File: src/rtl/io_port_ctrl.sv
// io_port_ctrl: input/output FIFOs between a stalling core and an external stream, plus an instruction-ROM flash loader.
// Optional feature: define IO_LOOPBACK_EN to add the loopback port that routes the OUT head into the IN FIFO.
module io_port_ctrl #(
  parameter int WIDTH = 16,
  parameter int DEPTH = 4,
  parameter int ADR_W = 8
) (
  input  logic             clk,
  input  logic             reset,
  input  logic             core_rd_req,
  output logic [WIDTH-1:0] core_rd_data,
  input  logic             core_wr_req,
  input  logic [WIDTH-1:0] core_wr_data,
  output logic             core_stall,
  output logic             io_waiting,
  input  logic             ext_in_valid,
  output logic             ext_in_ready,
  input  logic [WIDTH-1:0] ext_in_data,
  output logic             ext_out_valid,
  input  logic             ext_out_ready,
  output logic [WIDTH-1:0] ext_out_data,
  input  logic             flash_en,
  output logic             flash_we,
  output logic [ADR_W-1:0] flash_adr,
  output logic [WIDTH-1:0] flash_data,
`ifdef IO_LOOPBACK_EN
  input  logic             loopback,
`endif
  output logic             flash_done
);

  localparam int PW = (DEPTH > 1) ? $clog2(DEPTH) : 1;
  localparam int CW = PW + 1;
  localparam logic [CW-1:0] FULL = CW'(DEPTH);
  localparam logic [ADR_W-1:0] ADR_LAST = '1;

  typedef enum logic [1:0] {RUN, FLASH, DONE} state_t;

  state_t           state;
  logic [ADR_W-1:0] load_addr;
  logic             flash_hold;

  logic [WIDTH-1:0] in_mem  [DEPTH];
  logic [WIDTH-1:0] out_mem [DEPTH];
  logic [PW-1:0]    in_wptr, in_rptr, out_wptr, out_rptr;
  logic [CW-1:0]    in_count, out_count;

  logic             in_empty, in_full, out_empty, out_full;
  logic             in_push, in_pop, out_push, out_pop;
  logic             in_flush, out_flush;
  logic             rd_block, wr_block, load_we, start_load;
  logic [WIDTH-1:0] in_din;

  assign in_empty  = (in_count == '0);
  assign in_full   = (in_count == FULL);
  assign out_empty = (out_count == '0);
  assign out_full  = (out_count == FULL);

  // A blocked read or write stalls the whole instruction, so the other half is suppressed too.
  always_comb begin
    start_load = 1'b0;
    rd_block   = 1'b0;
    wr_block   = 1'b0;
    in_push    = 1'b0;
    in_pop     = 1'b0;
    out_push   = 1'b0;
    out_pop    = 1'b0;
    load_we    = 1'b0;
    in_din     = ext_in_data;
    if (reset) begin
      case (state)
        RUN: begin
          start_load = flash_en && !flash_hold;
          rd_block   = core_rd_req && in_empty;
          wr_block   = core_wr_req && out_full;
          in_pop     = core_rd_req && !in_empty && !wr_block;
          out_push   = core_wr_req && !out_full && !rd_block;
`ifdef IO_LOOPBACK_EN
          if (loopback) begin
            in_push = !out_empty && !in_full;
            in_din  = out_mem[out_rptr];
            out_pop = in_push;
          end else begin
            in_push = ext_in_valid && !in_full;
            out_pop = !out_empty && ext_out_ready;
          end
`else
          in_push = ext_in_valid && !in_full;
          out_pop = !out_empty && ext_out_ready;
`endif
        end
        FLASH:   load_we = ext_in_valid;
        default: ;
      endcase
    end
  end

  assign in_flush  = start_load || (state == DONE);
  assign out_flush = start_load;

  always_ff @(posedge clk) begin
    if (!reset || in_flush) begin
      in_wptr  <= '0;
      in_rptr  <= '0;
      in_count <= '0;
    end else begin
      if (in_push) in_wptr <= in_wptr + PW'(1);
      if (in_pop)  in_rptr <= in_rptr + PW'(1);
      if (in_push && !in_pop)      in_count <= in_count + CW'(1);
      else if (!in_push && in_pop) in_count <= in_count - CW'(1);
    end
  end

  always_ff @(posedge clk) begin
    if (!reset || out_flush) begin
      out_wptr  <= '0;
      out_rptr  <= '0;
      out_count <= '0;
    end else begin
      if (out_push) out_wptr <= out_wptr + PW'(1);
      if (out_pop)  out_rptr <= out_rptr + PW'(1);
      if (out_push && !out_pop)      out_count <= out_count + CW'(1);
      else if (!out_push && out_pop) out_count <= out_count - CW'(1);
    end
  end

  always_ff @(posedge clk) begin
    if (in_push)  in_mem[in_wptr]   <= in_din;
    if (out_push) out_mem[out_wptr] <= core_wr_data;
  end

  // flash_hold keeps a held-high flash_en from restarting a load until it is seen low in RUN.
  always_ff @(posedge clk) begin
    if (!reset) begin
      state      <= RUN;
      load_addr  <= '0;
      flash_hold <= 1'b0;
    end else begin
      case (state)
        RUN: begin
          if (!flash_en) flash_hold <= 1'b0;
          if (start_load) begin
            state      <= FLASH;
            load_addr  <= '0;
            flash_hold <= 1'b1;
          end
        end
        FLASH: begin
          if (load_we) load_addr <= load_addr + ADR_W'(1);
          if (!flash_en || (load_we && load_addr == ADR_LAST)) state <= DONE;
        end
        DONE:    state <= RUN;
        default: state <= RUN;
      endcase
    end
  end

  assign core_rd_data = (reset && !in_empty) ? in_mem[in_rptr] : '0;
  assign ext_out_data = (reset && !out_empty) ? out_mem[out_rptr] : '0;
  assign core_stall   = reset && ((state != RUN) || rd_block || wr_block);
  assign io_waiting   = rd_block;
  assign flash_we     = load_we;
  assign flash_adr    = load_addr;
  assign flash_data   = load_we ? ext_in_data : '0;
  assign flash_done   = reset && (state == DONE);

  // IN is being flushed during DONE, so nothing is accepted there.
`ifdef IO_LOOPBACK_EN
  assign ext_in_ready  = (state == FLASH) || ((state == RUN) && !in_full && !loopback);
  assign ext_out_valid = reset && (state == RUN) && !out_empty && !loopback;
`else
  assign ext_in_ready  = (state == FLASH) || ((state == RUN) && !in_full);
  assign ext_out_valid = reset && (state == RUN) && !out_empty;
`endif

endmodule

File: config.mk
export PLATFORM = sky130hd
export DESIGN_NAME = io_port_ctrl
export DESIGN_NICKNAME = d
export VERILOG_FILES = /design/src/rtl/io_port_ctrl.sv
export SDC_FILE = /design/constraint.sdc
export NUM_CORES = 1
export LEC_CHECK = 0
export ABC_AREA = 0
export BUFFER_PORTS_ARGS = -buffer_cell sky130_fd_sc_hd__buf_2
export CAP_MARGIN = 15
export CORE_ASPECT_RATIO = 0.7
export CORE_MARGIN = 3
export CORE_UTILIZATION = 30
export DETAILED_ROUTE_END_ITERATION = 10
export MAX_ROUTING_LAYER = met4
export SYNTH_ARGS = -nofsm -noshare
export SYNTH_HDL_FRONTEND = slang
export SYNTH_SLANG_ARGS = --single-unit
export TNS_END_PERCENT = 50
File: constraint.sdc
create_clock -name clk -period 6.74 [get_ports clk]
set_input_delay 0 -clock clk [delete_from_list [all_inputs] [get_ports clk]]
set_output_delay 0 -clock clk [all_outputs]
set_load 0.005 [all_outputs]
==> results.cfg <==
[final_layout]
fin_util_pct = 39.2
regArea_um2 = 4420
syn2layout_area_growth_pct = 26.8
drive_gt1_share_pct = 32.0
nNetsFinal = 583
multi_input_area_um2 = 1940
fin_cells = 822
nFillCells = 1932

[grt]
grt_start_max_net_pins = 28
grt_pass1_wl_um = 21500
grt_overflow_total = 0
grt_pass1_vias = 3926
antenna_found_initial = 2
grt_use_total_pct = 12.3

[clock_network]
clockBufferDepth = 2
path_clk_slew_ns = 0.06
h-tree-depth = 4
clock_sink_count = 157
numCtsBuffers = 17
root_buffer = clkbuf_16
clock_latency_ns = 0.41
cts_tree = yes

[synthesis]
synth_edf_count = 128
synth_top_area_share_pct = 59.3
synth_cell_types = 46
synthArstFlopShare_pct = 0
synth_area_um2 = 6480
netlist_instances = 395
avgSynthCellArea_um2 = 16.4
synth_top_area_cell = edfxtp_1
ys.flop_type = edfxtp_1
synth_nets = 447
yosys_warnings = 0
synth_commonest_cells = 128 x edfxtp_1, 34 x and3_1, 32 x mux4_2, 29 x dfxtp_1, 17 x nor2b_1
synth.most_common_cell = edfxtp_1
synth_seq_area_share_pct = 68.2
synth_top_cells_by_area = edfxtp_1 59%, mux4_2 11%, dfxtp_1 9.0%, and3_1 3.3%, ha_1 2.1%
ys_ff_latch = 157

[die]
rows = 44
core-area_um2 = 21000
ioPinCount = 101
die_x_um = 182
initial_core_util_pct = 30.9
die-area_um2 = 23400
die_h_um = 129

[route]
dr_total_vias = 3810
first_iter_violations = 215
drc = 0
antenna_left = 0
via_per_inst = 4.64
wl_um = 13700
wl_per_cell_um = 16.7
firstDrtPassIters = 4

[timing]
slew_headroom_pct = 24.3
fmax_mhz = 356
post-route-period-util_pct = 41.7
setup_viol = 0
tightest_slew_ns = 1.12
hold_viol = 0
skew_ns = 0.00544
drv_slew = 0
final.min_clock_period_ns = 2.81
rsz0062_at_grt = no
hold_slack_ns = 0.0716
tns_ns = 0

[placement]
dp_cells = 753
place_congestion = 0.696
dpl.hpwl_um = 9020
io_buffers = 100

[worst_setup_path]
critPathArrivalTime_ns = 3.16
path_max_fanout = 13
r2r_slack_ns = 3.93
cp-end-kind = flip-flop
worstSetupPathType = reg -> reg
start_kind = flip-flop
required_ns = 7.08

[flow_run]
cap_violations = 0

[power]
power_density_nw_per_um2 = 273
p_leak_nw = 3.08
ir_worst_vdd_uv = 183

[hold_path]
hp-class = in -> reg

[status]
status = finished clean
metal layers:
layer	global-route usage, %	vias up	wire length, um
li1	-	1788	-
met1	15.4	1941	6020
met2	20.1	71	6980
met3	3.00	10	574
met4	3.76	0	145
met5	-	-	0
cell usage in the layout, fill, tap and decap left out, drive strengths merged, types with 11 or more instances in the layout:
cell type    synthesis  layout
ha                  11      11
and3                34      34
nand2               15      15
mux4                32      32
dfxtp               29      29
and2                11      11
nor2b               17      17
buf                  5     103
inv                 11      19
edfxtp             128     128
nor2                17      17
clkbuf              15      17
dlygate4sd3          0      34
logic make-up (layout without fill, tap and decap cells):
| family | after synthesis | in the layout | share of synthesized area [%] |
|---|---|---|---|
| flip-flops | 157 | 157 | 68.2 |
| buffers and inverters | 31 | 180 | 1.89 |
| AND/OR/NAND/NOR | 118 | 118 | 10.7 |
| other | 0 | 2 | 0 |
| adder cells (fa/ha/maj) | 13 | 13 | 2.74 |
| multiplexers | 37 | 37 | 11.9 |
| XOR/XNOR | 10 | 10 | 1.35 |
| AO/OA/AOI/OAI | 29 | 29 | 3.19 |
final timing paths:
check / start / endpoint / cells after the start
min: core_rd_req / flip-flop / 5
max reg2reg: state[0] / out_count[2] / 8
max: state[0] / out_count[2] / 8
min reg2reg: in_count[2] / in_count[2] / 2
report_power, final:
part           switching, W  total, W  internal [W]  leakage [nW]
registers         0.0000144   0.00109       0.00107          1.39
logic              0.000104  0.000194     0.0000902          1.40
clock network      0.000406  0.000964      0.000559         0.290
total              0.000524   0.00224       0.00172          3.08
final cells by class:
type,instances,share of cell area (%)
diodes,2,0.0609
clock buffers,17,5.17
clock inverters,15,2.13
inverters,11,0.502
multi-input cells,207,23.5
flip-flops and latches,157,53.8
well taps,276,4.20
repair buffers,137,10.6
registers in the layout, indices dropped and copies added, names as in the netlist, 2 cells and up, named ones only:
| register | count |
|---|---|
| out_mem | 64 |
| in_wptr | 2 |
| out_rptr | 2 |
| out_wptr | 2 |
| out_count | 3 |
| flash_adr | 8 |
| state | 2 |
| in_count | 3 |
| in_mem | 64 |
| in_rptr | 2 |
through the flow:
| step | worst slack (ns) | cell area (um^2) | power, W |
|---|---|---|---|
| after global routing | 3.71 | 8220 | 0.00232 |
| after CTS | 3.89 | 8200 | 0.00226 |
| after global placement | 4.04 | 7260 | 0.00128 |
| after detailed placement | 3.91 | 7260 | 0.00129 |
| after floorplan | 4.26 | 6480 | 0.00121 |
| final | 3.93 | 8220 | 0.00224 |
what timing repair did:
| action | in CTS | in global routing |
|---|---|---|
| setup endpoints to repair | 0 | 0 |
| hold endpoints to repair | 133 | 0 |
| resized for setup | 0 | 0 |
| hold buffers | 34 | 0 |
| setup buffers | 0 | 0 |
critical path, stage by stage (launching register included):
cell and delay (ns):
dfxtp_1 0.42, or3b_4 0.47, a2111oi_4 0.55, ha_1 0.28, inv_1 0.06, fa_1 0.37
xor2_1 0.16, or3_1 0.30, a21oi_1 0.14
Note: power is estimated with default switching activity, not from simulation.
